--- src/rtl/muldiv_unit_if.sv ---
// Operand, control and HI/LO bus between the execute stage and muldiv_unit.
// The stage drives through master; the unit connects as slave.
interface muldiv_unit_if;
  logic        start;
  logic [1:0]  op;
  logic [31:0] portA;
  logic [31:0] portB;
  logic        flush;
  logic        hi_wen;
  logic        lo_wen;
  logic [31:0] wdat;
  logic        busy;
  logic        done;
  logic [31:0] hi;
  logic [31:0] lo;

  modport master (
    output start, op, portA, portB, flush, hi_wen, lo_wen, wdat,
    input  busy, done, hi, lo
  );

  modport slave (
    input  start, op, portA, portB, flush, hi_wen, lo_wen, wdat,
    output busy, done, hi, lo
  );
endinterface

--- src/rtl/muldiv_unit.sv ---
// Iterative 32-cycle MULT/MULTU/DIV/DIVU unit owning the architectural HI/LO registers.
// One shift-add or restoring-divide step per cycle on operand magnitudes; signs are fixed up at the end.
module muldiv_unit #(
  parameter int ITER = 32
) (
  input  logic         CLK,
  input  logic         RST,
  muldiv_unit_if.slave bus
);
  localparam logic [4:0] LAST = 5'(ITER - 1);

  typedef enum logic [1:0] {IDLE = 2'd0, RUN = 2'd1, FIN = 2'd2} state_t;

  state_t      state_q, state_d;
  logic [4:0]  cnt_q, cnt_d;
  logic        is_div_q, is_div_d;
  logic        sa_q, sa_d;
  logic        sb_q, sb_d;
  logic [31:0] a_q, a_d;
  logic [31:0] b_q, b_d;
  logic [63:0] acc_q, acc_d;
  logic [31:0] hi_q, hi_d;
  logic [31:0] lo_q, lo_d;
  logic        busy_q, busy_d;
  logic        done_q, done_d;

  logic [32:0] mul_sum;
  logic [32:0] div_shift;
  logic        div_ge;
  logic [31:0] div_rem;
  logic [63:0] acc_step;
  logic [63:0] prod_signed;
  logic [31:0] quo_signed;
  logic [31:0] rem_signed;
  logic [31:0] a_raw;
  logic        in_signed;
  logic        in_sa;
  logic        in_sb;
  logic [31:0] in_a_mag;
  logic [31:0] in_b_mag;
  logic        accept;

  always_comb begin
    state_d  = state_q;
    cnt_d    = cnt_q;
    is_div_d = is_div_q;
    sa_d     = sa_q;
    sb_d     = sb_q;
    a_d      = a_q;
    b_d      = b_q;
    acc_d    = acc_q;
    hi_d     = hi_q;
    lo_d     = lo_q;

    // Multiply: acc = {partial high, remaining multiplier bits}, shifted right each step.
    mul_sum = {1'b0, acc_q[63:32]} + (acc_q[0] ? {1'b0, a_q} : 33'd0);

    // Divide: acc = {remainder, dividend bits / quotient bits}, shifted left each step.
    div_shift = {acc_q[63:32], acc_q[31]};
    div_ge    = div_shift >= {1'b0, b_q};
    div_rem   = div_shift[31:0] - b_q;

    acc_step = is_div_q ? {(div_ge ? div_rem : div_shift[31:0]), acc_q[30:0], div_ge}
                        : {mul_sum, acc_q[31:1]};

    prod_signed = (sa_q ^ sb_q) ? -acc_step : acc_step;
    quo_signed  = (sa_q ^ sb_q) ? -acc_step[31:0] : acc_step[31:0];
    rem_signed  = sa_q ? -acc_step[63:32] : acc_step[63:32];
    a_raw       = sa_q ? -a_q : a_q;

    in_signed = ~bus.op[0];
    in_sa     = in_signed & bus.portA[31];
    in_sb     = in_signed & bus.portB[31];
    in_a_mag  = in_sa ? -bus.portA : bus.portA;
    in_b_mag  = in_sb ? -bus.portB : bus.portB;
    accept    = (state_q != RUN) && bus.start && !bus.flush;

    case (state_q)
      RUN: begin
        if (bus.flush) begin
          state_d = IDLE;
        end else begin
          acc_d = acc_step;
          cnt_d = cnt_q + 5'd1;
          if (cnt_q == LAST) begin
            state_d = FIN;
            if (is_div_q) begin
              if (b_q == 32'd0) begin
                hi_d = a_raw;
                lo_d = '1;
              end else begin
                hi_d = rem_signed;
                lo_d = quo_signed;
              end
            end else begin
              {hi_d, lo_d} = prod_signed;
            end
          end
        end
      end
      default: begin
        state_d = IDLE;
        if (accept) begin
          state_d  = RUN;
          cnt_d    = '0;
          is_div_d = bus.op[1];
          sa_d     = in_sa;
          sb_d     = in_sb;
          a_d      = in_a_mag;
          b_d      = in_b_mag;
          acc_d    = {32'd0, (bus.op[1] ? in_a_mag : in_b_mag)};
        end else if (!bus.start) begin
          // A raised start (even one squashed by flush) masks MTHI/MTLO.
          if (bus.hi_wen) hi_d = bus.wdat;
          if (bus.lo_wen) lo_d = bus.wdat;
        end
      end
    endcase

    busy_d = (state_d == RUN);
    done_d = (state_d == FIN);
  end

  always_ff @(posedge CLK) begin
    if (RST) begin
      state_q  <= IDLE;
      cnt_q    <= '0;
      is_div_q <= 1'b0;
      sa_q     <= 1'b0;
      sb_q     <= 1'b0;
      a_q      <= '0;
      b_q      <= '0;
      acc_q    <= '0;
      hi_q     <= '0;
      lo_q     <= '0;
      busy_q   <= 1'b0;
      done_q   <= 1'b0;
    end else begin
      state_q  <= state_d;
      cnt_q    <= cnt_d;
      is_div_q <= is_div_d;
      sa_q     <= sa_d;
      sb_q     <= sb_d;
      a_q      <= a_d;
      b_q      <= b_d;
      acc_q    <= acc_d;
      hi_q     <= hi_d;
      lo_q     <= lo_d;
      busy_q   <= busy_d;
      done_q   <= done_d;
    end
  end

  assign bus.busy = busy_q;
  assign bus.done = done_q;
  assign bus.hi   = hi_q;
  assign bus.lo   = lo_q;
endmodule

--- src/flat_wrapper.sv ---
// flat-port wrapper written by rule: the top's interface ports become plain ports
module muldiv_unit_flat 
#(
  parameter int ITER = 32
)
  (CLK, RST, bus_start, bus_op, bus_portA, bus_portB, bus_flush, bus_hi_wen, bus_lo_wen, bus_wdat, bus_busy, bus_done, bus_hi, bus_lo);
  muldiv_unit_if bus_i ();
  input  logic CLK;
  input  logic RST;
  input wire logic [$bits(bus_i.start)-1:0] bus_start;
  input wire logic [$bits(bus_i.op)-1:0] bus_op;
  input wire logic [$bits(bus_i.portA)-1:0] bus_portA;
  input wire logic [$bits(bus_i.portB)-1:0] bus_portB;
  input wire logic [$bits(bus_i.flush)-1:0] bus_flush;
  input wire logic [$bits(bus_i.hi_wen)-1:0] bus_hi_wen;
  input wire logic [$bits(bus_i.lo_wen)-1:0] bus_lo_wen;
  input wire logic [$bits(bus_i.wdat)-1:0] bus_wdat;
  output wire logic [$bits(bus_i.busy)-1:0] bus_busy;
  output wire logic [$bits(bus_i.done)-1:0] bus_done;
  output wire logic [$bits(bus_i.hi)-1:0] bus_hi;
  output wire logic [$bits(bus_i.lo)-1:0] bus_lo;
  assign bus_i.start = bus_start;
  assign bus_i.op = bus_op;
  assign bus_i.portA = bus_portA;
  assign bus_i.portB = bus_portB;
  assign bus_i.flush = bus_flush;
  assign bus_i.hi_wen = bus_hi_wen;
  assign bus_i.lo_wen = bus_lo_wen;
  assign bus_i.wdat = bus_wdat;
  assign bus_busy = bus_i.busy;
  assign bus_done = bus_i.done;
  assign bus_hi = bus_i.hi;
  assign bus_lo = bus_i.lo;
  muldiv_unit #(.ITER(ITER)) u_core (.CLK(CLK), .RST(RST), .bus(bus_i));
endmodule
--- config.mk ---
export PLATFORM = sky130hd
export DESIGN_NAME = muldiv_unit_flat
export DESIGN_NICKNAME = d
export VERILOG_FILES = /design/src/rtl/muldiv_unit_if.sv /design/src/rtl/muldiv_unit.sv /design/src/flat_wrapper.sv
export SDC_FILE = /design/constraint.sdc
export NUM_CORES = 1
export LEC_CHECK = 0
export ABC_AREA = 1
export BUFFER_PORTS_ARGS = -buffer_cell sky130_fd_sc_hd__buf_2
export CORE_MARGIN = 10
export CORE_UTILIZATION = 30
export CTS_BUF_LIST = sky130_fd_sc_hd__clkbuf_16
export CTS_CLUSTER_SIZE = 8
export DETAILED_ROUTE_END_ITERATION = 10
export PLACE_DENSITY = 0.49
export SETUP_SLACK_MARGIN = 0.2
export SKIP_LAST_GASP = 1
export SLEW_MARGIN = 25
export SYNTH_ARGS = -nofsm -noshare
export SYNTH_HDL_FRONTEND = slang
export SYNTH_SLANG_ARGS = --single-unit
--- constraint.sdc ---
create_clock -name CLK -period 7.1 [get_ports CLK]
set_input_delay 0.355 -clock CLK [delete_from_list [all_inputs] [get_ports CLK]]
set_output_delay 0.355 -clock CLK [all_outputs]
set_load 0.03 [all_outputs]
# Yosys cells after proc, flatten, opt, wreduce, memory -nomap -nowiden
# Index checks and enable logic that the tools add are counted.
dict set report word_totals {
  ff_bits 204
  latchBits 0
  mem_bits_rw 0
  mem_bits_ro 0
  input_bits 104
  output_inout_bits 66
  wordCells 83
  mem_count 0
}
dict set report op_classes {
  add_sub_neg 9
  multipliers 0
  div 0
  magnitude_cmp 1
  n_eq_ne 9
  shifts 0
  mux 36
  bitwise 5
  n_reduce_logical 11
}
# op count
set op_table {}
lappend op_table {{two-way mux 32 bit} 24}
lappend op_table {{two-way mux 64 bit} 5}
lappend op_table {{negation 32 bit} 5}
lappend op_table {{negation 64 bit} 1}
lappend op_table {{adder 32 x 33 -> 33 bit} 1}
lappend op_table {{>= comparator 33 x 32 -> 1 bit} 1}
lappend op_table {{logical NOT 32 bit} 1}
lappend op_table {{subtractor 32 bit} 1}
lappend op_table {{two-way mux 5 bit} 3}
lappend op_table {{AND reduction 5 bit} 2}
lappend op_table {{two-way mux 2 bit} 3}
lappend op_table {{inequality test 2 x 1 -> 1 bit (second input constant)} 3}
lappend op_table {{nonzero test 2 bit} 3}
lappend op_table {{adder 5 x 1 -> 5 bit (second input constant)} 1}
lappend op_table {{== test 5 bit (second input constant)} 1}
lappend op_table {{== test 2 x 1 -> 1 bit (second input constant)} 2}
lappend op_table {{inequality test 2 bit (second input constant)} 2}
lappend op_table {{AND reduction 2 bit} 2}
lappend op_table {{bitwise AND 1 bit} 2}
lappend op_table {{== test 2 bit (second input constant)} 1}
lappend op_table {{logical AND 1 bit} 2}
lappend op_table {{inverter 1 bit} 2}
lappend op_table {{logical NOT 1 bit} 1}
lappend op_table {{two-way mux 1 bit} 1}
lappend op_table {{bitwise XOR 1 bit} 1}

# Depth between registers and ports, before layout
# Gate-level depths: netlist of the first run.
dict set report depth {
  depth_word 10
  mapped_depth 30
  depth_no_buf 30
}

# Least setup slack after synthesis of the first run
# No wires, ideal clock.
dict set report synth_timing {
  path_type {register to register}
  from {register u_core.b_q[24]}
  to {register u_core.hi_q[20] (netlist: u_core.bus.hi[20])}
  setup_ps 120
  arrival_ps 3439
  required_ps 6980
  setup_slack_ps 3541
  stages_incl_launch_ff 26
  n_path_buf 0
  period_less_slack_ps 3559
  cell_sequence {dfxtp_1 inv_1 ha_1 a21o_1 a21oi_2 nand2_1 nand2_2 inv_2 nor2_8 nand3_1 o21ai_2 ha_1 nand3_1 nor2_1 nand2_1 nor2_1 nand3_1 nor2_2 nand4_1 or2_1 or2_1 o21ai_1 or2_1 nand3_1 nand3_1 a21oi_1}
}
dict set report synth_between {
  elab_chain_cells 10
  elab_cells_between_ends 13
  classes_between {add/sub: 2; order compare: 1; mux: 9; reduce/logical: 1}
}
# element line_no
set synth_lines {}
lappend synth_lines {{start, declared} muldiv_unit.sv:20} ;# logic [31:0] b_q, b_d;
lappend synth_lines {{start signal, assigned} muldiv_unit.sv:132} ;# b_q <= '0;
lappend synth_lines {{start signal, assigned} muldiv_unit.sv:145} ;# b_q <= b_d;
lappend synth_lines {{>= comparator 33 x 32 -> 1 bit} muldiv_unit.sv:60} ;# div_ge = div_shift >= {1'b0, b_q};
lappend synth_lines {{two-way mux 32 bit} muldiv_unit.sv:63} ;# acc_step = is_div_q ? {(div_ge ? div_rem : div_shift[31:0]), acc_q[30:0], div_ge}
lappend synth_lines {{two-way mux 64 bit} muldiv_unit.sv:63}
lappend synth_lines {{negation 32 bit} muldiv_unit.sv:68} ;# rem_signed = sa_q ? -acc_step[63:32] : acc_step[63:32];
lappend synth_lines {{two-way mux 32 bit} muldiv_unit.sv:68}
lappend synth_lines {{two-way mux 32 bit} muldiv_unit.sv:88} ;# if (b_q == 32'd0) begin
lappend synth_lines {{two-way mux 32 bit (*)} muldiv_unit.sv:87} ;# if (is_div_q) begin
lappend synth_lines {{two-way mux 32 bit (*)} muldiv_unit.sv:85} ;# if (cnt_q == LAST) begin
lappend synth_lines {{two-way mux 32 bit (*)} muldiv_unit.sv:80} ;# if (bus.flush) begin
lappend synth_lines {{two-way mux 32 bit (*)} muldiv_unit.sv:78} ;# case (state_q)
lappend synth_lines {{end signal, assigned} muldiv_unit.sv:147} ;# hi_q <= hi_d;
lappend synth_lines {{end, declared} muldiv_unit.sv:22} ;# logic [31:0] hi_q, hi_d;
# Mark *: on every way between the ends. The rest lies on a longest branch, timed or not. The select of a mux whose other input is x is not followed.
# A chain may end at the register's enable or synchronous reset.

# Worst setup path in the final report of the first run
dict set report layout_timing {
  from {register u_core.acc_q[35]}
  to {register u_core.hi_q[26] (netlist: u_core.bus.hi[26])}
}
dict set report layout_between {
  elab_chain_cells 10
  elab_cells_between_ends 14
  classes_between {add/sub: 4; order compare: 1; mux: 9}
}
# element line_no
set layout_lines {}
lappend layout_lines {{start, declared} muldiv_unit.sv:21} ;# logic [63:0] acc_q, acc_d;
lappend layout_lines {{start signal, assigned} muldiv_unit.sv:133} ;# acc_q <= '0;
lappend layout_lines {{start signal, assigned} muldiv_unit.sv:146} ;# acc_q <= acc_d;
lappend layout_lines {{subtractor 32 bit / >= comparator 33 x 32 -> 1 bit (equally long branches)} {muldiv_unit.sv:61, muldiv_unit.sv:60}}
lappend layout_lines {{two-way mux 32 bit} muldiv_unit.sv:63}
lappend layout_lines {{two-way mux 64 bit (*)} muldiv_unit.sv:63}
lappend layout_lines {{negation 32 bit} muldiv_unit.sv:68}
lappend layout_lines {{two-way mux 32 bit} muldiv_unit.sv:68}
lappend layout_lines {{two-way mux 32 bit} muldiv_unit.sv:88}
lappend layout_lines {{two-way mux 32 bit (*)} muldiv_unit.sv:87}
lappend layout_lines {{two-way mux 32 bit (*)} muldiv_unit.sv:85}
lappend layout_lines {{two-way mux 32 bit (*)} muldiv_unit.sv:80}
lappend layout_lines {{two-way mux 32 bit (*)} muldiv_unit.sv:78}
# Marked as above.

==> flow_metrics.py, run 1 <==
metrics = {
    "run_status": {
        "status": "finished clean",
    },
    "timing": {
        "holdWs_ns": 0.04768,
        "skew_ns": 0.06228,
        "slew_viol_final": 0,
        "setup_viol": 0,
        "finalSetupTns_ns": 0,
        "post-route-period-util": 0.7065,
        "fin_crit_ns": 5.016,
        "hold_viol": 0,
        "rsz0062_at_grt": "no",
        "slew_headroom": 0.3249,
        "max_clock_freq_mhz": 199.4,
        "tightest_slew_ns": 1.013,
    },
    "setup_path": {
        "end_kind": "flop",
        "reg2reg_from": "u_core.acc_q[35]",
        "path_class": "flop to flop",
        "slowest_stage": "dfxtp_1",
        "critical_path_required_ns": 7.59,
        "r2r_end": "u_core.bus.hi[26]",
        "path_common_cell": "nand2_1",
        "cpPeakStageDelay_ns": 0.45,
        "crit_fanout": 34,
        "r2r_slack_ns": 2.08,
        "crit_arrival_ns": 5.51,
        "reg2reg_depth": 29,
        "start_kind": "flop",
    },
    "yosys": {
        "seq_area_frac_synth": 0.1974,
        "syn_area_um2": 20690,
        "syn_inst": 3634,
        "synth_seq_cells": 204,
        "synth.top_cell.area_share": 0.1974,
        "syn-num-nets": 3811,
        "ys_top_cells_by_area": "dfxtp_1, nand2_1, inv_1",
        "synth.largest_area_cell": "dfxtp_1",
        "synth_edf_count": 0,
        "dominantRegCellSynth": "dfxtp_1",
        "synthArstFlopShare": 0,
        "syn_avg_cell_area_um2": 5.693,
        "ys_warn_count": 0,
        "synthDistinctLibCells": 57,
    },
    "floorplan": {
        "rows": 96,
        "dieArea_um2": 79860,
        "initial_core_util": 0.3022,
        "fp.dieH_um": 282.6,
        "io_pins": 170,
        "core_um2": 68470,
        "die_w_um": 282.6,
    },
    "cts": {
        "clock_sinks": 204,
        "clk_pin_slew_ns": 0.06,
        "cts_buffer_depth": 3,
        "post_cts_resized": 0,
        "cts_buffers": 30,
        "post_cts_buffers": 0,
        "clk_latency_ns": 0.62,
        "cts_tree": "done",
        "cts_root_buf": "clkbuf_16",
        "ctsHoldBuffers": 0,
        "cts.htree.levels": 1,
    },
    "power_and_ir_drop": {
        "powerDensity_nw_per_um2": 178.8,
        "sw_frac_of_total": 0.4201,
        "power_leakage_nw": 11.70,
        "pwr-share-clk": 0.320,
        "pwr-share-comb": 0.367,
        "irDropWorstVdd_uv": 173.1,
        "p_sw_mw": 1.726,
        "pwr-share-seq": 0.313,
        "intPower_mw": 2.383,
    },
    "route": {
        "dr.pass1.iters": 8,
        "routed_wl_mm": 97.98,
        "drt_iter0_drc": 2296,
        "vias": 23920,
        "drcViolationCount": 0,
        "ant_nets": 0,
        "drt-wirelength-per-cell_um": 21.30,
        "viasPerCell": 5.202,
    },
    "global_routing": {
        "grt_pass1_wl_mm": 143.1,
        "grt_max_degree": 90,
        "grt.overflow.total": 0,
        "grt_pass1_vias": 22250,
        "grt_usage": 0.2361,
        "antenna_found_initial": 7,
    },
    "finish": {
        "fin_util": 0.3356,
        "layoutNonFillerInstCount": 4599,
        "area_growth_pct": 11.06,
        "drive_gt1_frac": 0.1114,
        "nets": 3885,
    },
    "place": {
        "placed_cells": 4558,
        "portBuffers": 169,
        "routabilityCongestion": 0.9617,
        "dp_hpwl_mm": 79.41,
    },
    "min_path": {
        "hp-class": "input pin to flop",
        "hold-path-endpoint": "u_core.bus.hi[1]",
        "min_from": "bus_wdat[1]",
        "hold_path_depth": 3,
    },
    "run": {
        "maxCapViolCount": 0,
    },
}
registers in the layout, indices dropped and copies added (netlist names):
signal and count:
u_core.acc_q 64, u_core.a_q 32, u_core.b_q 32, u_core.bus.hi 32, u_core.bus.lo 32, u_core.cnt_q 5
u_core.state_q 2, u_core.bus.busy 1, u_core.bus.done 1, u_core.is_div_q 1, u_core.sa_q 1, u_core.sb_q 1
worst max path at each step:
stage,from,endpoint,slack (ns),cells after the start
after floorplan,u_core.b_q[24],u_core.bus.hi[20],3.54,25
after global placement,u_core.acc_q[57],u_core.bus.hi[26],2.38,27
after detailed placement,u_core.acc_q[54],u_core.bus.hi[26],2.20,27
after CTS,u_core.acc_q[33],u_core.bus.hi[26],2.14,29
after global routing,u_core.acc_q[33],u_core.bus.hi[26],1.59,29
final,u_core.acc_q[35],u_core.bus.hi[26],2.08,29
logic make-up after synthesis:
family | after synthesis | synth area share
buffers and inverters | 683 | 0.1303
adders and majority gates | 73 | 0.04488
DFF | 204 | 0.1974
xor gates and xnor gates | 95 | 0.04022
and+or+nand+nor | 1895 | 0.4054
AOI/OAI and AO/OA | 684 | 0.1817
metrics by stage:
stage                     total power, mW  cell area (um^2)  setup WS (ns)
after floorplan                     2.277             20690          3.541
after global placement              2.793             22160          2.385
after detailed placement            2.787             22160          2.200
after CTS                           4.103             22970          2.141
after global routing                4.314             22970          1.589
final                               4.109             22980          2.084
area by class of cell:
class                   count  area [um^2]
multi-input cells        2747        13940
fillers                  7873        45490
inverters                 531         1993
flip-flops and latches    204         4089
clock inverters             9        62.56
repair buffers            194         1036
well taps                 882         1104
clock buffers              30        750.7
diodes                      2        5.005
metal layers:
| metal | vias up | track usage | wire [um] | part of all wire |
|---|---|---|---|---|
| met3 | 117 | 0.02829 | 6028 | 0.062 |
| met4 | 0 | 0.06738 | 3008 | 0.031 |
| met2 | 825 | 0.3929 | 45640 | 0.47 |
| met1 | 11080 | 0.3156 | 43310 | 0.44 |
| li1 | 11900 | - | - | - |
| met5 | - | 0 | 0 | 0 |
worst max-delay path, delay by kind of cell (launching register included):
| kind | cells | cell delay, ns |
|---|---|---|
| adders and majority gates | 2 | 0.54 |
| AOI/OAI and AO/OA | 3 | 0.62 |
| DFF | 1 | 0.45 |
| xor gates and xnor gates | 1 | 0.15 |
| and+or+nand+nor | 22 | 3.02 |
| buffers and inverters | 1 | 0.08 |
synth_stat cells, types with 6 or more instances:
library cell and number:
nor2_2 29, xnor2_1 40, dfxtp_1 204, buf_1 14, ha_1 71, o21a_1 6
o211ai_1 34, buf_2 20, o21ai_1 20, buf_6 6, nor2_4 8, inv_1 511
o31ai_1 7, a21oi_1 266, nor4_1 21, xor2_1 55, or2_2 36, a21oi_2 9
nor3_1 37, o21bai_1 8, nand3_1 308, o21ai_0 259, inv_2 15, nand3b_1 17
nand2_1 1016, nand2_2 37, nand4_1 40, o221ai_1 7, nand2_4 9, nor2_1 295
clkbuf_1 104, a31oi_1 45, nand3_2 20
cells in the final DEF (no fill, tap or decap), types with 21 or more instances in the layout:
cell and instances:
clkbuf_16 30, xor2_1 55, xnor2_1 40, nor2_1 293, dfxtp_1 202, nand2_1 1016, nand2_2 37, nand4_1 40
ha_1 71, a21oi_1 266, o21ai_0 258, o211ai_1 34, buf_2 168, nand3_1 307, nor3_1 37, or2_2 36
a31oi_1 45, buf_4 26, inv_1 512, o21ai_1 21, nor2_2 30
power groups by stage:
stage                     Sequential, mW  Combinational (mW)  Clock (mW)
after floorplan                     1.34               0.935           0
after global placement              1.31                1.49           0
after detailed placement            1.31                1.48           0
after CTS                           1.28                1.49        1.33
after global routing                1.29                1.65        1.37
final                               1.29                1.51        1.32
Power figures use the tool's default switching activity.
==> inputs of run 2 (changes only) <==
--- a/config.mk
+++ b/config.mk
@@ -5,7 +5,7 @@
 export SDC_FILE = /design/constraint.sdc
 export NUM_CORES = 1
 export LEC_CHECK = 0
-export ABC_AREA = 1
+export ABC_AREA = 0
 export BUFFER_PORTS_ARGS = -buffer_cell sky130_fd_sc_hd__buf_2
 export CORE_MARGIN = 10
 export CORE_UTILIZATION = 30
==> constraint.sdc (replaced) <==
create_clock -name CLK -period 4.8 [get_ports CLK]
set_input_delay 0.24 -clock CLK [delete_from_list [all_inputs] [get_ports CLK]]
set_output_delay 0.24 -clock CLK [all_outputs]
set_load 0.03 [all_outputs]
==> flow_metrics.py, run 2 <==
metrics = {
    "global_routing": {
        "grt_pass1_wl_mm": 136.5,
        "grt_pass1_vias": 20750,
        "grt.overflow.total": 0,
        "grt_max_degree": 64,
        "grt_usage": 0.2541,
        "antenna_found_initial": 8,
    },
    "yosys": {
        "syn_inst": 2508,
        "synth_fa_ha_area_frac": 0.05150,
        "synth_seq_cells": 204,
        "syn_area_um2": 18030,
        "seq_area_frac_synth": 0.2266,
        "synth_edf_count": 0,
        "ys_top_cells_by_count": "nand2_1, nor2_1, o21ai_0, dfxtp_1, a21oi_1",
        "ys_warn_count": 0,
        "synthArstFlopShare": 0,
        "dominantRegCellSynth": "dfxtp_1",
        "syn-num-nets": 2685,
        "synth_top_family_by_area": "compound AO/OA/AOI/OAI gates",
        "synthDistinctLibCells": 96,
        "yosysMostFrequentCell": "nand2_1",
        "ys_top_cells_by_area": "dfxtp_1, nand2_1, o21ai_0",
        "synth.top_cell.area_share": 0.2266,
        "synth.largest_area_cell": "dfxtp_1",
        "syn_avg_cell_area_um2": 7.187,
        "synth_xor_area_frac": 0.08989,
        "synth-simple-area-share": 0.2516,
        "synth-compound-area-share": 0.2824,
        "synthMuxAreaShare": 0.04769,
    },
    "setup_path": {
        "start_kind": "flop",
        "path_class": "flop to flop",
        "startpoint": "u_core.b_q[29]",
        "crit_fanout": 23,
        "end_kind": "flop",
        "crit_end": "u_core.bus.hi[23]",
        "crit_arrival_ns": 5.13,
        "r2r_end": "u_core.bus.hi[23]",
        "cp_top_family": "simple AND/OR/NAND/NOR gates",
        "crit_chain": "inv_2, ha_4, nand4b_1, or3_4, or4_4, a21oi_4, o21a_4, buf_12, o21ai_2, o221ai_1, nand4b_4, or2_4, or4b_4, o21a_1, xor2_1, a211o_1",
        "cp.depth": 16,
        "cpPeakStageDelay_ns": 0.59,
        "reg2reg_depth": 16,
        "cp.buffers_inverters": 2,
        "reg2reg_from": "u_core.b_q[29]",
        "slowest_stage": "or4b_4",
        "critical_path_required_ns": 5.26,
        "r2r_slack_ns": 0.13,
    },
    "floorplan": {
        "dieArea_um2": 70290,
        "fp.dieH_um": 265.1,
        "io_pins": 170,
        "initial_core_util": 0.3043,
        "rows": 89,
        "core_um2": 59240,
        "die_w_um": 265.1,
    },
    "finish": {
        "nets": 3140,
        "nFillCells": 6190,
        "drive_gt1_frac": 0.2593,
        "layoutNonFillerInstCount": 3745,
        "final_common_cell": "buf_4",
        "layout_common_cells": "buf_4, nand2_1, nor2_1",
        "area_growth_pct": 33.88,
        "fin_util": 0.4074,
        "largest_register_ffs": 64,
        "top_register": "u_core.acc_q",
        "multi_input_area_um2": 13800,
        "area.sequential_um2": 4105,
        "final_area_um2": 24130,
    },
    "route": {
        "ant_nets": 0,
        "viasPerCell": 5.796,
        "drcViolationCount": 0,
        "drt-wirelength-per-cell_um": 25.16,
        "routed_wl_mm": 94.24,
        "vias": 21710,
        "dr.pass1.iters": 6,
        "drt_iter0_drc": 2299,
    },
    "place": {
        "dp_hpwl_mm": 75.74,
        "routabilityCongestion": 1.004,
        "placed_cells": 3640,
        "postPlaceCellArea_um2": 22000,
        "dp_slack_ns": -0.3668,
        "portBuffers": 169,
    },
    "cts": {
        "cts_root_buf": "clkbuf_16",
        "cts.htree.levels": 1,
        "clk_latency_ns": 0.59,
        "clock_sinks": 204,
        "clk_pin_slew_ns": 0.06,
        "cts_tree": "done",
        "cts_buffer_depth": 3,
        "cts_buffers": 30,
    },
    "timing": {
        "skew_ns": 0.01598,
        "slew_viol_final": 0,
        "finalWorstSetupSlack_ns": 0.1275,
        "rsz0062_at_grt": "yes",
        "slew_headroom": 0.3180,
        "tightest_slew_ns": 1.019,
        "post-route-period-util": 0.9734,
        "setup_viol": 0,
        "max_clock_freq_mhz": 214.0,
        "fin_crit_ns": 4.672,
        "hold_viol": 0,
    },
    "power_and_ir_drop": {
        "irDropWorstVdd_uv": 269.4,
        "powerDensity_nw_per_um2": 266.0,
        "power_leakage_nw": 10.10,
        "power.total_mw": 6.418,
    },
    "run_status": {
        "status": "finished clean",
    },
    "min_path": {
        "hp-class": "input pin to flop",
    },
    "run": {
        "maxCapViolCount": 0,
    },
}
==> run 2: cell count changes after synthesis, sizes merged, moves of 41 or more <==
cell | previous run | this run
o21ai | 283 | 218
a211oi | 1 | 57
xnor2 | 40 | 90
a21oi | 275 | 161
inv | 526 | 74
nor2 | 333 | 262
mux2i | 0 | 78
nor3 | 42 | 95
nand2 | 1063 | 321
nand3 | 329 | 41
and2 | 5 | 46
==> run 2: what timing repair did <==
item | CTS | global route
cloned | 0 | 0
hold endpoints to repair | 32 | 0
hold buffers | 27 | 0
pin swaps | 32 | 54
gates resized for setup | 73 | 95
endpoints found under the setup margin | 34 | 38
setup buffers | 15 | 22
==> run 2: cells by family (layout without fill, tap and decap cells) <==
| group | after synthesis | count (layout) |
|---|---|---|
| AND/OR/NAND/NOR | 962 | 962 |
| AO/OA/AOI/OAI | 768 | 768 |
| buffers and inverters | 232 | 694 |
| flip-flops | 204 | 204 |
| XOR/XNOR | 185 | 185 |
| multiplexers | 84 | 84 |
| adder cells (fa/ha/maj) | 73 | 73 |
| other | 0 | 2 |
==> run 2: where the power goes <==
part / switching [mW] / internal (mW)
sequential: 0.0953 / 1.79
clock: 0.840 / 1.12
combinational: 1.59 / 0.983
total: 2.52 / 3.90
==> run 2: metal layers <==
metal	part of all wire	wire [um]	global-route usage
met5	0	0	0
met4	0.042	3959	0.09691
met3	0.084	7922	0.04060
met2	0.45	42180	0.4097
met1	0.43	40180	0.3353
==> run 2: worst min-delay path by stage <==
stage,from,endpoint,slack [ns],cells past startpoint
after floorplan,bus_wdat[22],u_core.bus.lo[22],0.40,2
after global placement,u_core.bus.hi[6],u_core.bus.hi[6],0.45,2
after detailed placement,u_core.bus.hi[6],u_core.bus.hi[6],0.45,2
after CTS,bus_wdat[26],u_core.bus.lo[26],0.002,3
after global routing,bus_wdat[20],u_core.bus.lo[20],0.01,3
final,bus_portA[20],u_core.a_q[20],0.009,3
==> run 2: worst register-to-register path, delay by kind of cell, from the launching register on <==
kind	cells	cell delay, ns
fa+ha+maj	1	0.26
simple gates	6	2.20
flops	1	0.33
buf+inv	2	0.23
compound gates	6	1.41
xor+xnor	1	0.14
==> run 2: area by class of cell <==
cell class                      count  share of cell area
Sequential cell                   204              0.1701
Inverter                           74             0.01151
Tap cell                          773             0.04008
Multi-Input combinational cell   2072              0.5720
Antenna cell                        2           0.0002074
Timing Repair Buffer              581              0.1727
Clock inverter                      8            0.001244
Clock buffer                       31             0.03214
==> run 2: per-stage QoR <==
| step | hold slack, ns | TNS (ns) |
|---|---|---|
| 2_1_floorplan | 0.3992 | 0 |
| 3_3_place_gp | 0.4463 | -5.115 |
| 3_5_place_dp | 0.4478 | -4.914 |
| 4_1_cts | 0.002447 | 0 |
| 5_1_grt | 0.01422 | -0.02660 |
| 6_report | 0.009107 | 0 |
